### config.mk
export PLATFORM = sky130hd
export DESIGN_NAME = mul_sched
export DESIGN_NICKNAME = d
export VERILOG_FILES = /design/src/rtl/mul_pkg.sv /design/src/rtl/mul_sched_rr_arb2.sv /design/src/rtl/mul_sched.sv
export SDC_FILE = /design/constraint.sdc
export NUM_CORES = 1
export LEC_CHECK = 0
export CAP_MARGIN = 20
export CORE_AREA = 2 2 175 177
export CTS_CLUSTER_DIAMETER = 150
export CTS_CLUSTER_SIZE = 12
export DETAILED_ROUTE_END_ITERATION = 12
export DIE_AREA = 0 0 177 179
export PLACE_DENSITY_LB_ADDON = 0.08
export SETUP_SLACK_MARGIN = 0.05
export SLEW_MARGIN = 30
export SYNTH_ARGS = -nofsm -noshare
export SYNTH_HDL_FRONTEND = slang
export SYNTH_SLANG_ARGS = --single-unit
### constraint.sdc
create_clock -name clk -period 1.9 [get_ports clk]
set_input_delay 0.285 -clock clk [delete_from_list [all_inputs] [get_ports clk]]
set_output_delay 0.285 -clock clk [all_outputs]
set_load 0.1 [all_outputs]
### src/rtl/mul_pkg.sv
// Shared definitions for the integer multiplier issue path: op encoding,
// tag widths and op-class decode helpers.
package mul_pkg;

    localparam int MUL_LAT             = 3;
    localparam int LG_ROB_ENTRIES      = 6;
    localparam int LG_PRF_ENTRIES      = 6;
    localparam int LG_HILO_PRF_ENTRIES = 2;

    typedef enum logic [2:0] {
        MUL   = 3'd0,
        MULT  = 3'd1,
        MULTU = 3'd2,
        MADD  = 3'd3,
        MADDU = 3'd4,
        MSUB  = 3'd5,
        MSUBU = 3'd6
    } mul_op_t;

    function automatic logic op_unsigned(input mul_op_t op);
        return (op == MULTU) || (op == MADDU) || (op == MSUBU);
    endfunction

    // Every op except MUL (GPR destination) writes the HI/LO pair.
    function automatic logic op_writes_hilo(input mul_op_t op);
        return (op == MULT) || (op == MULTU) || (op == MADD) ||
               (op == MADDU) || (op == MSUB) || (op == MSUBU);
    endfunction

    function automatic logic op_is_acc(input mul_op_t op);
        return (op == MADD) || (op == MADDU) || (op == MSUB) || (op == MSUBU);
    endfunction

endpackage

### src/rtl/mul_sched_rr_arb2.sv
// Two-requester round-robin arbiter; the pointer names the port that wins a
// tie and moves to the loser after every grant.
module rr_arb2 (
    input  logic       clk,
    input  logic       reset,
    input  logic [1:0] req,
    output logic [1:0] gnt
);

    logic rr;

    always_comb begin
        gnt = '0;
        if (req[rr])
            gnt[rr] = 1'b1;
        else if (req[~rr])
            gnt[~rr] = 1'b1;
    end

    // Granting port 0 hands priority to port 1 and vice versa.
    always_ff @(posedge clk or negedge reset) begin
        if (!reset)
            rr <= 1'b0;
        else if (|gnt)
            rr <= gnt[0];
    end

endmodule

### src/rtl/mul_sched.sv
// Multiplier issue scheduler: arbitrates two request ports, blocks accumulate
// ops behind in-flight HI/LO writers and gates completions of flushed ops.
module mul_sched
    import mul_pkg::*;
#(
    parameter int LAT = MUL_LAT
) (
    input  logic                           clk,
    input  logic                           reset,
    input  logic [1:0]                     req_valid,
    output logic [1:0]                     req_ready,
    input  mul_op_t                        req_op       [2],
    input  logic [31:0]                    req_src_a    [2],
    input  logic [31:0]                    req_src_b    [2],
    input  logic [63:0]                    req_src_hilo [2],
    input  logic [LG_ROB_ENTRIES-1:0]      req_rob_ptr  [2],
    input  logic [LG_PRF_ENTRIES-1:0]      req_gpr_ptr  [2],
    input  logic [LG_HILO_PRF_ENTRIES-1:0] req_hilo_ptr [2],
    input  logic                           flush,
    output logic                           mul_go,
    output logic                           mul_unsigned,
    output logic                           mul_is_mul,
    output logic                           mul_is_madd,
    output logic                           mul_is_msub,
    output logic [31:0]                    mul_src_a,
    output logic [31:0]                    mul_src_b,
    output logic [63:0]                    mul_src_hilo,
    output logic [LG_ROB_ENTRIES-1:0]      mul_rob_ptr,
    output logic [LG_PRF_ENTRIES-1:0]      mul_gpr_ptr,
    output logic [LG_HILO_PRF_ENTRIES-1:0] mul_hilo_ptr,
    input  logic                           mul_complete,
    input  logic [LG_ROB_ENTRIES-1:0]      mul_rob_ptr_out,
    output logic                           wb_complete,
    output logic [$clog2(LAT+2)-1:0]       inflight_cnt
);

    localparam int CNT_W = $clog2(LAT+2);

    logic [LAT:0]              v;
    logic [LAT:0]              hilo_w;
    logic [LG_ROB_ENTRIES-1:0] rob [LAT+1];

    logic       hilo_busy;
    logic [1:0] elig;
    logic [1:0] gnt;
    logic       sel;
    mul_op_t    op_g;

    assign hilo_busy = |(v & hilo_w);

    // Reset and flush both close the issue window combinationally.
    always_comb begin
        for (int i = 0; i < 2; i++)
            elig[i] = req_valid[i] & ~flush & reset &
                      ~(op_is_acc(req_op[i]) & hilo_busy);
    end

    rr_arb2 u_arb (
        .clk   (clk),
        .reset (reset),
        .req   (elig),
        .gnt   (gnt)
    );

    assign req_ready = gnt;
    assign mul_go    = |gnt;
    assign sel       = gnt[1];
    assign op_g      = req_op[sel];

    always_comb begin
        mul_unsigned = mul_go & op_unsigned(op_g);
        mul_is_mul   = mul_go & (op_g == MUL);
        mul_is_madd  = mul_go & ((op_g == MADD) | (op_g == MADDU));
        mul_is_msub  = mul_go & ((op_g == MSUB) | (op_g == MSUBU));
        mul_src_a    = mul_go ? req_src_a[sel]    : '0;
        mul_src_b    = mul_go ? req_src_b[sel]    : '0;
        mul_src_hilo = mul_go ? req_src_hilo[sel] : '0;
        mul_rob_ptr  = mul_go ? req_rob_ptr[sel]  : '0;
        mul_gpr_ptr  = mul_go ? req_gpr_ptr[sel]  : '0;
        mul_hilo_ptr = mul_go ? req_hilo_ptr[sel] : '0;
    end

    // Shadow pipeline: stage k holds the op issued k+1 cycles ago.
    always_ff @(posedge clk or negedge reset) begin
        if (!reset) begin
            v      <= '0;
            hilo_w <= '0;
            for (int k = 0; k <= LAT; k++)
                rob[k] <= '0;
        end else begin
            v      <= flush ? '0 : {v[LAT-1:0], mul_go};
            hilo_w <= {hilo_w[LAT-1:0], mul_go & op_writes_hilo(op_g)};
            rob[0] <= mul_rob_ptr;
            for (int k = 1; k <= LAT; k++)
                rob[k] <= rob[k-1];
        end
    end

    assign wb_complete = mul_complete & v[LAT];

    always_comb begin
        inflight_cnt = '0;
        for (int k = 0; k <= LAT; k++)
            inflight_cnt = inflight_cnt + CNT_W'(v[k]);
    end

`ifndef SYNTHESIS
    // A live final stage must line up with the multiplier's own completion.
    assert property (@(posedge clk) disable iff (!reset)
        v[LAT] |-> (mul_complete && (mul_rob_ptr_out == rob[LAT])));
`endif

endmodule

==> results.md <==
* Number of warnings reported in the yosys synthesis log at 0
* Part of the cycle the worst path needs at 132%
* Count of flip-flops with a built-in enable after synthesis at 0
* Total number of H-tree levels at 1
* Minimum period implied by the final worst setup slack at ~2.5 ns
* Final Slew Violations at 0
* Area of the die at 31,700 µm²
* Fraction of final layout cells with drive strength greater than 1 at 56.1%
* Vias per Instance at slightly below 4
* Post-synthesis share of cell area spent on and, or, nand and nor gates at 7.34%
* Worst flop-to-flop path startpoint: hilo_w[2]
* I/O Pins at 455
* Drt drc at 0
* Mapped Nets at around 540
* Via count of the first global-routing pass at between 4,000 and 5,000
* Die Wd at between 150 and 200 µm
* Crit path setup slack, layout at -0.614 ns
* Setup repair after global routing missed its margin: true
* Post-synthesis xor/xnor area fraction at less than 1%
* First DRT Iteration DRCs at about 130
* Transition time of the tightest slew-check pin at approximately 0.35 ns
* Critical path endpoint category: output port
* Die Height at 179 µm
* Cell variety after synth at 27
* Sum of overflow across all layers after global routing at 0
* Crit path launch type: flop
* CP Max Fanout at 7
* Detailed placer's ending HPWL at around 22,000 µm
* Compound-gate portion of the synthesized area at 70.0%
* TritonCTS Sinks at 9
* Post-synth top area cell: sky130_fd_sc_hd__a22o_1
* Cell types with the highest counts after synthesis: 146 x sky130_fd_sc_hd__a22o_1, 24 x sky130_fd_sc_hd__buf_2, 9 x sky130_fd_sc_hd__dfrtp_1
* DRT Wirelength at ~29,000 µm
* Clock latency on the worst-skew pair at roughly 0.23 ns
* Number of antenna violations at the first check in global routing at 5
* Adder-cell area share of the yosys netlist at about 2.2%
* Max frequency at just under 0.4 GHz
* Routability-driven placement congestion ratio at 0.841
* Longest Clk Path Bufs at 2
* Kind of critical path: flop to output port
* Cell with the most instances after synthesis: sky130_fd_sc_hd__a22o_1
* Path class of the lowest-slack min-delay path: input port to async pin
* Root Buffer: sky130_fd_sc_hd__clkbuf_16
* Area of the placeable core at between 30,000 and 40,000 µm²
* Total standard cell area after synthesis at 2060 µm²
* Flip-flop cell with the highest count after synthesis: sky130_fd_sc_hd__dfrtp_1
* Share of synthesized registers carrying an async set or reset at 100%
* Leak Pwr at ~4.7 nW
* Worst-case headroom to the max-slew limit at roughly three quarters
* Critical path startpoint: hilo_w[0]
* Sequential area share after synthesis at between 10% and 20%
* Aggregate global-route resource usage at around 16%
* Crit path required time at ~1.6 ns
* Setup Viol. Count Final at approximately 150
* Clk pin slew, worst setup/hold paths at about 0.040 ns
* Area Overhead vs Synth at 437%
* Inserted Clock Buffers at 3
* Mean instance size in the synthesized netlist at 8.67 µm²
* Wire length of the first global-routing pass at roughly 36,000 µm
* Total power per unit cell area at between 300 and 400 nW/µm²
* Hold Vio Cnt, Final at 0
* Starting density of the core at 6.87%
* Antenna violation net count after detailed routing at 0
* Dominant combinational cell family by area after synthesis: compound AO/OA/AOI/OAI gates
* Arrival @ worst endpoint at ~2.2 ns
* Mux contribution to synthesized area at 0%
* Mean routed wirelength per cell at approximately 25 µm
* Total of flip-flops plus latches after synthesis at 9
* Worst Skew at slightly above 0.0004 ns
* Peak VDD IR at approximately 0.44 mV
* Count of input and output buffers at 448
* Area share of the largest cell type after synthesis at about three fifths
* Via count at 4,486
* Final Hold Slack at about 0.17 ns
* Main area contributors after synthesis: sky130_fd_sc_hd__a22o_1 62%, sky130_fd_sc_hd__dfrtp_1 11%, sky130_fd_sc_hd__buf_2 5.8%
* Mapped Cells at roughly 240
* CTS tree: done
* Total design power at around 4.2 mW
* Maximum number of pins on one net before global-route repair at 24
* Final Net Count at 1,060
* Detailed-routing iteration count for the pre-antenna-repair pass at 4
* Violated checks: setup timing
* Run status: finished with violations
* Post-route core utilization at ~37%
* Number of max-cap violations at 0
* Placement Rows at 64
-- cell type report --
cell class | instances | area [µm²]
diodes | 5 | 12.5
multi-input cells | 197 | 2890
repair buffers | 544 | 7390
clock buffers | 4 | 78.8
fillers | 2865 | 18900
flip-flops and latches | 9 | 225
well taps | 396 | 495
-- flip-flops by register name (all words and copies together), names as in the netlist --
name / flops
u_arb.rr: 1
v: 4
hilo_w: 4
-- cell families after synthesis --
kind of cell	after synthesis
buffers and inverters	32
AOI/OAI and AO/OA	166
DFF	9
xor gates and xnor gates	2
adders and majority gates	3
and+or+nand+nor	26
-- worst paths after layout --
kind                       slack (ns)               end  depth (start not counted)
setup / recovery                -0.61  mul_src_hilo[44]                          9
hold / removal                   0.17          u_arb.rr                          2
setup reg to reg                 0.05         hilo_w[0]                          8
hold reg to reg                  0.44         hilo_w[3]                          0
max in group asynchronous        1.20              v[0]                          2
min in group clk                 0.29              v[1]                          2
-- stage by stage --
step,setup WS (ns),cell area (µm²),cells,setup TNS (ns)
floorplan,-0.277,2730,238,-24.15
global placement,-0.798,9420,1092,-105.21
detailed placement,-0.795,9420,1092,-106.44
CTS,-0.616,10700,1142,-82.81
global route,-0.679,11100,1155,-94.44
finish,-0.614,11100,1155,-83.66
-- routing by layer --
layer  global-route usage [%]  vias to the layer above  wire (µm)  share of wire (%)
met1                     16.7                     2189       9640                 34
met4                     2.89                        0        280               0.98
li1                         -                     2078          -                  -
met2                     31.8                      209      16500                 58
met5                        0                        -          0                  0
met3                     4.30                       10       2160                7.6
-- timing repair --
action | CTS | global route
setup endpoints to repair | 153 | 153
resized for setup | 106 | 57
setup buffers | 34 | 6
cloned | 17 | 5
pin swaps | 42 | 19
hold buffers | 1 | 0
hold endpoints to repair | 1 | 0
-- power breakdown --
group	internal, mW	total (mW)	switching, mW
combinational	1.70	3.64	1.94
sequential	0.208	0.226	0.0182
clock	0.280	0.370	0.0899
-- cell usage in the layout, fill, tap and decap left out, drive strengths merged, types with 2 or more instances in the layout --
cell type	Yosys	final
nor2	8	8
xor2	2	2
dlygate4sd2	0	5
ha	2	2
clkbuf	0	10
a211oi	3	3
a21boi	2	2
a21o	2	2
diode	0	5
and2	4	4
a21oi	2	2
nor2b	3	3
a2bb2oi	2	2
a22o	146	146
and3b	4	4
dfrtp	9	9
o22ai	4	4
buf	32	245
nand3b	2	2
nand3	2	2
a32o	2	2
a22oi	2	2
clkdlybuf4s50	0	285
-- worst max-delay path: stages (launching register included) --
cell	delay (ns)
sky130_fd_sc_hd__dfrtp_1	0.41
sky130_fd_sc_hd__a22o_4	0.30
sky130_fd_sc_hd__o22ai_4	0.20
sky130_fd_sc_hd__a211oi_4	0.10
sky130_fd_sc_hd__buf_6	0.14
sky130_fd_sc_hd__buf_6	0.13
sky130_fd_sc_hd__buf_12	0.13
sky130_fd_sc_hd__buf_16	0.14
sky130_fd_sc_hd__a22o_4	0.26
sky130_fd_sc_hd__buf_12	0.16
Power figures use the tool's default switching activity.
==> variant 1, RTL diff (same settings) <==
The package constant `LG_PRF_ENTRIES` goes from 6 to 8.
--- a/src/rtl/mul_pkg.sv
+++ b/src/rtl/mul_pkg.sv
@@ -6,3 +6,3 @@
     localparam int LG_ROB_ENTRIES      = 6;
-    localparam int LG_PRF_ENTRIES      = 6;
+    localparam int LG_PRF_ENTRIES      = 8;
     localparam int LG_HILO_PRF_ENTRIES = 2;
Ports: changed (resized mul_gpr_ptr and req_gpr_ptr); port bits go from 455 to 461. The function was not compared with the original's and may differ.
==> variant 1 against the original RTL <==
  * The run still ends with setup timing left
  * Worst setup slack better by 0.11 ns
  * Critical endpoint is now mul_src_b[12]
  * Power is 1.9% lower
  * Utilization down 1.2 points
  * Cell area is 3.3% lower
  * Area after synthesis up 2.7%
  * Highest routed layer is now met5
  * Fmax rose by 4.4%
  * Sequential cell count stayed put
  * Routed wire length down 4.0%
==> variant 1: results (changes against the original RTL) <==
STA
  • Clock Skew: 0.000593 ns (was 0.000402 ns)
  • Final setup viols: 154 (was 152)
  • PnR worst setup slack: -0.507 ns (was -0.614 ns)
  • Worst Tran Pin Value: 0.349 ns (was 0.355 ns)

Global routing
  • Total GRT Usage: 15.5% (was 16.0%)
  • Initial antenna violation count: 12 (was 5)
  • Global-route wire length before repair: 35300 um (was 35800 um)

Logic synthesis
  • EDFF count, synth: 0 (unchanged)
  • Count of cell types in the netlist: 28 (was 27)
  • Syn Nets: 549 (was 543)
  • Sequential element share of the synthesized area: 10.6% (was 10.9%)
  • Ranking of synthesized cells by area: a22o_1, dfrtp_1, buf_4, and3b_1, buf_2 (was a22o_1, dfrtp_1, buf_2, buf_4, and3b_1)
  • Commonest cells in the netlist: a22o_1, buf_4, dfrtp_1 (was a22o_1, buf_2, dfrtp_1)
  • Syn Area/Cell: 8.83 sq um (was 8.67 sq um)

Power
  • Leak: 4.50 nW (was 4.69 nW)
  • Pwr dens: 388 mW/mm^2 (was 382 mW/mm^2)

Detailed routing
  • Routed length per instance: 24.0 um (was 24.8 um)
  • DR iter-0 viols: 123 (was 131)
  • Via-to-Cell Ratio: 3.91 (was 3.88)

Critical path
  • Critical path arrival: 2.12 ns (was 2.23 ns)
  • CP max-delay cell: dfrtp_2 (was dfrtp_1)
  • CP max stage delay: 0.43 ns (was 0.41 ns)
  • Critical-path maximum fanout: 15 (was 7)

CTS
  • Setup bufs post-CTS: 9 (was 34)
  • CTS root buf: clkbuf_16 (unchanged)
  • Post-cts resize count: 68 (was 106)

Run status
  • Status: finished with violations (unchanged)
  • Failing checks: setup timing (unchanged)

Cells and area
  • Nets: 1049 (was 1060)
  • Layout cell share with drive strength beyond 1: 54.0% (was 56.1%)

Place
  • GP Congestion: 0.870 (was 0.841)
  • I/O Buffers: 454 (was 448)
  • Post-DP Area: 0.00961 sq mm (was 0.00942 sq mm)
  • Post-detail-place hpwl: 23400 um (was 22300 um)
## variant 1: layer usage
layer  vias to the layer above  wire (um)  global-route usage, %
met4                         8        259                   3.34
met1                      2190       9530                   16.0
met2                       197      15300                   30.3
met5                         -         41                      0
li1                       2054          -                      -
met3                        22       2330                   5.00
## variant 1: area by class of cell
type	count	area, sq um
timing repair buffer	527	7100
fill	2937	19300
antenna	8	20.0
tap	396	495
clock buffer	4	78.8
multi-input combinational	199	2800
sequential	9	226
## variant 1: worst register-to-register path, delay by kind of cell, from the launching register on
kind,cells,cell delay (ns)
AO/OA/AOI/OAI,4,0.81
buffers and inverters,3,0.38
flip-flops,1,0.43
## variant 1: logic make-up (layout without fill, tap and decap cells)
logic type | after synthesis | count (layout) | synth area share, %
flip-flops | 9 | 9 | 10.6
AO/OA/AOI/OAI | 168 | 168 | 68.9
adder cells (fa/ha/maj) | 3 | 3 | 2.12
XOR/XNOR | 2 | 2 | 0.827
buffers and inverters | 32 | 531 | 10.3
AND/OR/NAND/NOR | 26 | 26 | 7.14
other | 0 | 8 | 0
## variant 1: worst paths after layout
kind | start | endpoint | slack (ns) | cells after the start
setup reg to reg | v[0]$_DFF_PN0_ | hilo_w[0]$_DFF_PN0_ | 0.17 | 7
setup / recovery | v[0]$_DFF_PN0_ | mul_src_b[12] | -0.51 | 7
hold reg to reg | hilo_w[2]$_DFF_PN0_ | hilo_w[3]$_DFF_PN0_ | 0.42 | 0
hold / removal | reset | v[1]$_DFF_PN0_ | 0.004 | 1
min in group clk | hilo_w[2]$_DFF_PN0_ | hilo_w[3]$_DFF_PN0_ | 0.42 | 0
max in group asynchronous | reset | v[0]$_DFF_PN0_ | 1.50 | 2
==> variant 2, RTL diff (same settings) <==
Made on the original files. Reset style: synchronous (`reset`), changed in 2 clocked blocks.
--- a/src/rtl/mul_sched_rr_arb2.sv
+++ b/src/rtl/mul_sched_rr_arb2.sv
@@ -20,3 +20,3 @@
     // Granting port 0 hands priority to port 1 and vice versa.
-    always_ff @(posedge clk or negedge reset) begin
+    always_ff @(posedge clk) begin
         if (!reset)
--- a/src/rtl/mul_sched.sv
+++ b/src/rtl/mul_sched.sv
@@ -83,3 +83,3 @@
     // Shadow pipeline: stage k holds the op issued k+1 cycles ago.
-    always_ff @(posedge clk or negedge reset) begin
+    always_ff @(posedge clk) begin
         if (!reset) begin
Formal check against the unedited RTL: differs if reset is asserted again (counterexample within 4 cycles, from zero or initial values and one cycle with reset low); with reset held inactive, the same outputs for 4 cycles.
==> variant 2 against the original RTL <==
  * Cell area grew 15%
  * Synthesized cell count grew 130%
  * Via count up 28%
  * Global-route usage is 1.4 points lower
  * Worst setup slack worse by 0.12 ns
  * Register-to-register slack lost 0.15 ns
  * Area after synthesis grew 24%
  * Critical endpoint is now mul_unsigned
  * The run still ends with setup timing left
  * Routed wire length down 3.7%
  * Sequential cell count unchanged
  * Power increased by 2.2%
  * Count of clock-buffer cells in the layout unchanged
  * Die area stayed put
==> variant 2: results (changes against the original RTL) <==
Worst hold path
  • Worst min-delay path category: register to register (was input pin to asynchronous set/reset pin)

Global routing
  • Largest net degree at the start of global routing: 48 (was 24)
  • M3 GR Usage: 2.99% (was 4.30%)
  • Global-route wire length before repair: 35700 um (was 35800 um)

Logic synthesis
  • Ranking of synthesized cells by area: nand2_1, a21oi_1, dfxtp_1, buf_2, and2_1 (was a22o_1, dfrtp_1, buf_2, buf_4, and3b_1)
  • Asr flop ratio synth: 0% (was 100%)
  • Main synth FF type: dfxtp_1 (was dfrtp_1)
  • Adder-cell share of the synthesized area: 1.76% (was 2.18%)
  • Synth Area in Compound Gates: 33.4% (was 70.0%)
  • Commonest cells in the netlist: nand2_1, a21oi_1, buf_2 (was a22o_1, buf_2, dfrtp_1)
  • Count of cell types in the netlist: 33 (was 27)

Critical path
  • Worst R2R Setup Slack: -0.10 ns (was 0.05 ns)
  • Reg2Reg Depth: 10 (was 8)
  • CP max stage delay: 0.31 ns (was 0.41 ns)
  • Cell family with most CP delay: buffers and inverters (was compound AO/OA/AOI/OAI gates)
  • Setup crit end: mul_unsigned (was mul_src_hilo[44])

Power
  • Leak: 5.02 nW (was 4.69 nW)
  • Switch Pwr: 2.21 mW (was 2.05 mW)

STA
  • Final setup viols: 152 (unchanged)
  • Worst Tran Pin Value: 0.306 ns (was 0.355 ns)
  • PnR worst setup slack: -0.738 ns (was -0.614 ns)

Place
  • Post-detail-place hpwl: 19700 um (was 22300 um)
  • Post-DP Area: 0.0101 sq mm (was 0.00942 sq mm)
  • GP Congestion: 0.755 (was 0.841)
  • Post-place setup slack: -0.944 ns (was -0.795 ns)

Detailed routing
  • Via-to-Cell Ratio: 3.94 (was 3.88)
  • DR iter-0 viols: 108 (was 131)

Run status
  • Status: finished with violations (unchanged)
  • Failing checks: setup timing (unchanged)

Cells and area
  • Nets: 1370 (was 1060)
  • Post-Layout Cell Count: 1461 (was 1155)
==> variant 2: layout make-up <==
| cell class | instances | share of cell area, % |
|---|---|---|
| Timing Repair Buffer | 572 | 61.7 |
| Tap cell | 396 | 3.90 |
| Clock buffer | 4 | 0.620 |
| Sequential cell | 9 | 1.47 |
| Antenna cell | 1 | 0.0197 |
| Inverter | 5 | 0.276 |
| Multi-Input combinational cell | 474 | 32.0 |
==> variant 2: metrics by stage <==
step / setup TNS (ns) / hold slack [ns] / util, %
2_1_floorplan: -156.57 / 0.412 / -
3_3_place_gp: -125.24 / 0.446 / 33.7
3_5_place_dp: -126.27 / 0.453 / 33.7
4_1_cts: -101.07 / 0.462 / 37.5
5_1_grt: -114.99 / 0.475 / 42.3
6_report: -99.94 / 0.453 / 42.3
==> variant 2: timing repair <==
item,CTS,global route
pin swaps,43,135
setup buffers,12,10
endpoints found under the setup margin,154,153
cloned,8,18
resized for setup,187,222
